<file path="src/rtl/core_pkg.sv">
// Types and constants shared by the RV32 front-end.
// Fetch FSM encoding and the {pc, instr} entry carried from fetch to decode.
package core_pkg;

  localparam int XLEN        = 32;
  localparam int INSTR_BYTES = 4;

  typedef enum logic [1:0] {
    FETCH = 2'd0,
    WAIT  = 2'd1,
    DROP  = 2'd2
  } fetch_state_t;

  typedef struct packed {
    logic [XLEN-1:0] pc;
    logic [XLEN-1:0] instr;
  } fetch_entry_t;

endpackage

</file>
<file path="src/rtl/fetch_fifo.sv">
// Small circular FIFO between fetch and decode; the head is read combinationally.
// A synchronous clear overrides push and pop in the same cycle.
module fetch_fifo
  import core_pkg::*;
#(
  parameter int  DEPTH = 2,
  parameter type T     = fetch_entry_t,
  localparam int CW    = $clog2(DEPTH + 1)
) (
  input  logic          clk,
  input  logic          rst,
  input  logic          i_clear,
  input  logic          i_push,
  input  T              i_push_data,
  input  logic          i_pop,
  output logic [CW-1:0] o_count,
  output T              o_head
);

  localparam int PW = (DEPTH > 1) ? $clog2(DEPTH) : 1;

  T              r_mem [DEPTH];
  logic [PW-1:0] r_wr_ptr;
  logic [PW-1:0] r_rd_ptr;
  logic [CW-1:0] r_count;
  logic          w_full;
  logic          w_do_push;
  logic          w_do_pop;

  assign w_full    = (r_count == CW'(DEPTH));
  assign w_do_pop  = i_pop && (r_count != '0);
  assign w_do_push = i_push && (!w_full || w_do_pop);

  function automatic logic [PW-1:0] next_ptr(input logic [PW-1:0] ptr);
    return (ptr == PW'(DEPTH - 1)) ? '0 : ptr + 1'b1;
  endfunction

  genvar gi;
  generate
    for (gi = 0; gi < DEPTH; gi++) begin : g_entry
      always_ff @(posedge clk) begin
        if (rst) begin
          r_mem[gi] <= '0;
        end else if (!i_clear && w_do_push && (r_wr_ptr == PW'(gi))) begin
          r_mem[gi] <= i_push_data;
        end
      end
    end
  endgenerate

  always_ff @(posedge clk) begin
    if (rst || i_clear) begin
      r_wr_ptr <= '0;
      r_rd_ptr <= '0;
      r_count  <= '0;
    end else begin
      if (w_do_push) r_wr_ptr <= next_ptr(r_wr_ptr);
      if (w_do_pop)  r_rd_ptr <= next_ptr(r_rd_ptr);
      if (w_do_push && !w_do_pop) begin
        r_count <= r_count + 1'b1;
      end else if (w_do_pop && !w_do_push) begin
        r_count <= r_count - 1'b1;
      end
    end
  end

  assign o_count = r_count;
  assign o_head  = r_mem[r_rd_ptr];

endmodule

</file>
<file path="src/rtl/fetch_stage.sv">
// Instruction fetch: one outstanding imem request, {pc, instr} FIFO towards decode,
// and redirect handling that flushes the FIFO and drops a stale response.
module fetch_stage
  import core_pkg::*;
#(
  parameter int              XLEN     = core_pkg::XLEN,
  parameter int              DEPTH    = 2,
  parameter logic [XLEN-1:0] RESET_PC = '0
) (
  input  logic            clk,
  input  logic            rst,
  input  logic            redirect_valid,
  input  logic [XLEN-1:0] redirect_pc,
  output logic            imem_req_valid,
  output logic [XLEN-1:0] imem_req_addr,
  input  logic            imem_req_ready,
  input  logic            imem_resp_valid,
  input  logic [XLEN-1:0] imem_resp_data,
  output logic            out_valid,
  output logic [XLEN-1:0] out_pc,
  output logic [XLEN-1:0] out_instr,
  input  logic            out_ready
);

  localparam int CW = $clog2(DEPTH + 1);

  fetch_state_t    r_state;
  logic [XLEN-1:0] r_fetch_pc;
  logic [XLEN-1:0] r_pending_pc;

  logic [CW-1:0]   w_count;
  fetch_entry_t    w_head;
  fetch_entry_t    w_push_entry;
  logic            w_room_idle;
  logic            w_room_chain;
  logic            w_req_valid;
  logic            w_fire;
  logic            w_push;
  logic            w_pop;
  logic [XLEN-1:0] w_redirect_pc;

  // Credit is judged on the current occupancy only; a pop this cycle does not count.
  assign w_room_idle  = int'(w_count) < DEPTH;
  assign w_room_chain = (int'(w_count) + 1) < DEPTH;

  assign w_req_valid = !rst && !redirect_valid &&
                       (((r_state == FETCH) && w_room_idle) ||
                        ((r_state == WAIT) && imem_resp_valid && w_room_chain));
  assign w_fire      = w_req_valid && imem_req_ready;
  assign w_push      = (r_state == WAIT) && imem_resp_valid && !redirect_valid;
  assign w_pop       = out_valid && out_ready && !redirect_valid;

  assign w_redirect_pc      = {redirect_pc[XLEN-1:2], 2'b00};
  assign w_push_entry.pc    = r_pending_pc;
  assign w_push_entry.instr = imem_resp_data;

  always_ff @(posedge clk) begin
    if (rst) begin
      r_state      <= FETCH;
      r_fetch_pc   <= RESET_PC;
      r_pending_pc <= '0;
    end else if (redirect_valid) begin
      r_fetch_pc <= w_redirect_pc;
      // A request still in flight must be drained before fetching again.
      r_state    <= (((r_state == WAIT) || (r_state == DROP)) && !imem_resp_valid)
                    ? DROP : FETCH;
    end else begin
      if (w_fire) begin
        r_pending_pc <= r_fetch_pc;
        r_fetch_pc   <= r_fetch_pc + XLEN'(INSTR_BYTES);
        r_state      <= WAIT;
      end else begin
        case (r_state)
          WAIT:    if (imem_resp_valid) r_state <= FETCH;
          DROP:    if (imem_resp_valid) r_state <= FETCH;
          default: r_state <= FETCH;
        endcase
      end
    end
  end

  fetch_fifo #(
    .DEPTH (DEPTH),
    .T     (fetch_entry_t)
  ) u_fifo (
    .clk         (clk),
    .rst         (rst),
    .i_clear     (redirect_valid),
    .i_push      (w_push),
    .i_push_data (w_push_entry),
    .i_pop       (w_pop),
    .o_count     (w_count),
    .o_head      (w_head)
  );

  assign imem_req_valid = w_req_valid;
  assign imem_req_addr  = r_fetch_pc;
  assign out_valid      = (w_count != '0);
  assign out_pc         = w_head.pc;
  assign out_instr      = w_head.instr;

  resp_in_fetch : assert property (@(posedge clk) disable iff (rst)
    !((r_state == FETCH) && imem_resp_valid));

endmodule

</file>
<file path="config.mk">
export PLATFORM = sky130hd
export DESIGN_NAME = fetch_stage
export DESIGN_NICKNAME = d
export VERILOG_FILES = /design/src/rtl/core_pkg.sv /design/src/rtl/fetch_fifo.sv /design/src/rtl/fetch_stage.sv
export SDC_FILE = /design/constraint.sdc
export NUM_CORES = 1
export LEC_CHECK = 0
export BUFFER_PORTS_ARGS = -buffer_cell sky130_fd_sc_hd__buf_2
export CORE_ASPECT_RATIO = 1.2
export CORE_MARGIN = 8
export CORE_UTILIZATION = 40
export CTS_BUF_LIST = sky130_fd_sc_hd__clkbuf_4 sky130_fd_sc_hd__clkbuf_8
export DETAILED_ROUTE_END_ITERATION = 10
export HOLD_SLACK_MARGIN = 0.06
export PLACE_DENSITY = 0.74
export SLEW_MARGIN = 10
export SYNTH_ARGS = -nofsm -noshare
export SYNTH_HDL_FRONTEND = slang
export SYNTH_HIERARCHICAL = 1
export SYNTH_SLANG_ARGS = --single-unit
</file>
<file path="constraint.sdc">
create_clock -name clk -period 3.8 [get_ports clk]
set_input_delay 0.57 -clock clk [delete_from_list [all_inputs] [get_ports clk]]
set_output_delay 0.57 -clock clk [all_outputs]
set_load 0.005 [all_outputs]
</file>
* Word-level counts from Yosys, hierarchy flattened
Memory sizes are Yosys's and may differ from the RTL's. A register that Yosys moved wholly into a read port is not among the register bits.
Cells that the tools add are included.
** Cells by class
- $lt $le $gt $ge :: 2
- Multiplexer cells :: 23
- Eq/ne operators :: 4
- $add $sub $neg :: 6
- Reduce and logical (&&, ||, !) cells :: 34
- Bitwise logic cells :: 4
** Operator list (number)
- 64-bit 2-to-1 mux :: 2
- 32-bit 2-to-1 mux :: 2
- 32-bit by 3-bit adder with 32-bit output (second input constant) :: 1
- 1-bit logical AND :: 17
- 2-bit 2-to-1 mux :: 7
- 1-bit 2-to-1 mux :: 12
- 1-bit logical NOT :: 6
- 2-bit nonzero test :: 3
- 2-bit == test (second input constant) :: 2
- 1-bit logical OR :: 4
- 4-bit by 1-bit inequality test with 1-bit output (second input constant) :: 1
- 2-bit OR reduction :: 2
- 2-bit by 1-bit adder with 3-bit output (second input constant) :: 1
- 3-bit by 2-bit less-than comparator with 1-bit output (second input constant) :: 1
- 1-bit adder (second input constant) :: 2
- 2-bit by 1-bit adder with 2-bit output (second input constant) :: 1
- 2-bit by 1-bit == test with 1-bit output (second input constant) :: 1
- 2-bit logical NOT :: 1
- 2-bit less-than comparator (second input constant) :: 1
- 1-bit inverter :: 2
- 1-bit bitwise OR :: 2
- 2-bit AND reduction :: 1
- 2-bit by 1-bit subtractor with 2-bit output (second input constant) :: 1
** Word-level totals
- Bits in writable memories :: 128
- Register bits after elaboration :: 70
- Memories kept :: 1
- Logic and storage cells :: 81
- Output and inout port bits :: 98
** Memory list
- u_fifo.r_mem :: words 2, width 64, read ports 1, clocked after memory_dff 1, wr ports 2, line fetch_fifo.sv:22 : T r_mem [DEPTH];

* Depth between registers and ports, before layout
- Word-level depth :: 12
- Gate-level depth with buffers :: 10
- Gate-level depth less buffers :: 9

* By module
The synthesis kept the hierarchy.
** Modules (own cells, without submodules)
- fetch_fifo :: cells each 383, seq. area each 3943.8 sq um, area each 5875.6 sq um, times used 1
- fetch_stage :: cells each 374, seq. area each 1241.2 sq um, area each 3005.4 sq um, times used 1

* Worst setup path after synthesis
No wires, ideal clock.
- Kind :: input -> register
- Start :: in redirect_valid
- End :: mem u_fifo/r_mem[0][0] (netlist bit), enable pin
- Setup slack :: 0.114 ns
- Data required time :: 3.379 ns
- Library setup time :: 0.421 ns
- Buffers on the path :: 3
- Stages :: 8
- Arrival time :: 3.265 ns
- Cell sequence :: inv_1 -> clkbuf_1 -> clkbuf_1 -> and3_1 -> nor3b_4 -> nor3_2 -> clkbuf_1 -> a21o_1
** RTL lines
- start, declared :: line fetch_stage.sv:12 : input logic redirect_valid,
- end, declared :: line fetch_fifo.sv:22

==> impl_metrics.tcl <==
set metrics [dict create \
    n_fill_cell 1973 \
    ys.flop_type "edfxtp_1" \
    skew_ps 16.5 \
    postSynthCellCount 757 \
    antenna_found_initial 0 \
    drv_slew 0 \
    synthMuxAreaShare_pct 8.50 \
    multi_input_area_sq_um 3350 \
    fin_ws_ps 1130 \
    drt_iter0_markers 446 \
    vias 6361 \
    core_area_sq_um 21800 \
    crit_fanout 27 \
    finalSetupTns_ps 0 \
    synthTopCellsByArea "edfxtp_1 43%, dfxtp_1 15%, and3_1 8.2%" \
    synth_xor_area_share_pct 0.986 \
    ios 168 \
    regArea_sq_um 5190 \
    place.gp.congestion 0.781 \
    synthSimpleGateAreaFrac_pct 19.7 \
    track_usage_pct 15.4 \
    netlist.area_leader.share_pct 43.3 \
    clockRootBuffer "clkbuf_8" \
    min_period_ps 2670 \
    wl_per_cell_um 18.0 \
    final_area_sq_um 10200 \
    dieArea_sq_um 27200 \
    worst_pin_slew_ps 986 \
    finalPower_mw 3.99 \
    setup_viol 0 \
    fmax_ghz 0.375 \
    worstPathArrival_ps 2100 \
    placed_cell_area_sq_um 9830 \
    drv_cap 0 \
    syn_area_per_cell_sq_um 11.7 \
    drive_gt1_share_pct 34.3 \
    grt_pass1_wl_um 33700 \
    worst_ep_required_time_ps 3230 \
    htreeDepth 4 \
    fin_crit_sh_pct 70.2 \
    dpl.hpwl_um 13800 \
    yosysTopAreaCell "edfxtp_1" \
    die_w_um 152 \
    ir_drop_v 0.000191 \
    final_cells 1181 \
    synth_top_family_by_area "simple AND/OR/NAND/NOR gates" \
    cts.clk_slew.worst_paths_ps 110 \
    grt_setup_unrepaired "false" \
    rrSetupSlack_ps 1310 \
    synth_edf_count 128 \
    crit_path_end_kind "primary output" \
    port-buffer-count 163 \
    critPathKind "flop to primary output" \
    antenna_cells 0 \
    avgViaCountPerCell 5.39 \
    die_height_um 179 \
    initial_core_util_pct 40.8 \
    cts_setup_buffers 0 \
    post_cts_resized 0 \
    synth_compound_gate_area_share_pct 7.38 \
    drtPass1Iterations 5 \
    nets 968 \
    ys_ff_latch 195 \
    grt-ovfl-total 0 \
    ant_nets 0 \
    rows 59 \
    grt_max_degree 130 \
    clock_latency_ps 460 \
    cts_inserted_buffers 17 \
    p_per_area_nw_per_um2 390 \
    synthAdderAreaFrac_pct 0.564 \
    cp-start-kind "flop" \
    areaGrowthSynthToFinish_pct 15.2 \
    yosysWarnings 6 \
    clock_path_buffers 2 \
    max_slew_margin_pct 34.3 \
    drt_wl_total_um 21200 \
    layout_common_cells "163 x buf_2, 128 x edfxtp_1, 117 x and3_1, 80 x nand2_1, 66 x dfxtp_1" \
    p_leak_nw 4.43 \
    netlist_area_sq_um 8880 \
    drcViolationCount 0 \
    cts_tree "built" \
    grt_pass1_vias 6366 \
    hold_class "input pin to flop" \
    yosysSeqAreaShare_pct 58.4 \
    dp_cells 1149 \
    status "finished, final reports clean" \
    cts.sinks 195 \
    final_hold_viol_count 0 \
    cts.hold.buffers_added 0 \
    synth_cell_type_count 63 \
    final_common_cell "buf_2" \
    async_reset_ff_share_pct 0 \
    dp_slack_ps 1040 \
]
-- path summary, 6_finish.rpt --
kind	start	to	cells after the start
setup reg to reg	u_fifo/o_count[1]	u_fifo/r_mem[1][17]	6
hold reg to reg	r_pending_pc[6]	r_pending_pc[6]	2
hold / removal	redirect_pc[2]	imem_req_addr[2]	3
setup / recovery	flop	out_instr[2]	3
-- per-stage QoR --
step                      utilization, %  hold slack, ps
final                               47.0             340
after global routing                47.0             320
after CTS                           47.0             298
after detailed placement            45.1             454
after global placement              45.1             448
after floorplan                        -             440
-- cell type report --
type                       instances  share of cell area (%)
inverter                          10                   0.367
clock buffer                      17                    2.29
sequential                       195                    50.7
timing repair buffer             176                    8.93
clock inverter                    15                    1.65
tap                              274                    3.35
multi-input combinational        494                    32.7
-- sequential cells by signal, indices dropped and copies added (netlist names), named ones only --
| name | flops |
|---|---|
| u_fifo/o_count | 2 |
| u_fifo/r_rd_ptr | 1 |
| u_fifo/r_wr_ptr | 1 |
| imem_req_addr | 30 |
| r_pending_pc | 30 |
| u_fifo/r_mem | 128 |
| r_state | 2 |
-- synth_stat cells (all sizes together), types with 2 or more instances --
cell	number
and2	5
a21o	2
a22oi	4
or3	3
dfxtp	67
a31oi	9
edfxtp	128
or2	2
nand3	7
o21ai	17
o211ai	2
nor3	9
a211oi	3
nand2	80
buf	34
o21a	4
nor3b	2
o21bai	2
and3	132
nor2	19
mux2	67
nor4	5
xor2	6
o311ai	4
or4	5
ha	4
a32oi	2
clkbuf	29
inv	10
xnor2	4
nand4	14
a21oi	59
and4	7
-- report_power, final --
group	leakage [nW]	internal [mW]	switching [mW]
logic	2.36	0.110	0.162
clock network	0.201	0.551	0.792
registers	1.87	2.32	0.0504
-- kinds of logic (layout without fill, tap and decap cells) --
kind of cell | after synthesis | in the layout
AOI/OAI and AO/OA | 112 | 112
xor gates and xnor gates | 10 | 10
adders and majority gates | 4 | 4
buffers and inverters | 73 | 218
DFF | 195 | 195
muxes | 67 | 67
other | 1 | 6
and+or+nand+nor | 295 | 295
-- critical path, stage by stage (launching register included) --
cell and delay [ps]:
dfxtp_2 660, buf_4 450, mux2_2 390, buf_2 130
-- layer usage --
| metal | GRT usage [%] | vias to the layer above | share of wire (%) |
|---|---|---|---|
| met1 | 19.2 | 3062 | 44 |
| met5 | 0 | - | 0 |
| li1 | - | 3065 | - |
| met2 | 26.2 | 224 | 49 |
| met3 | 3.91 | 10 | 5.9 |
| met4 | 4.21 | 0 | 0.78 |
(Power assumes the default switching activity.)
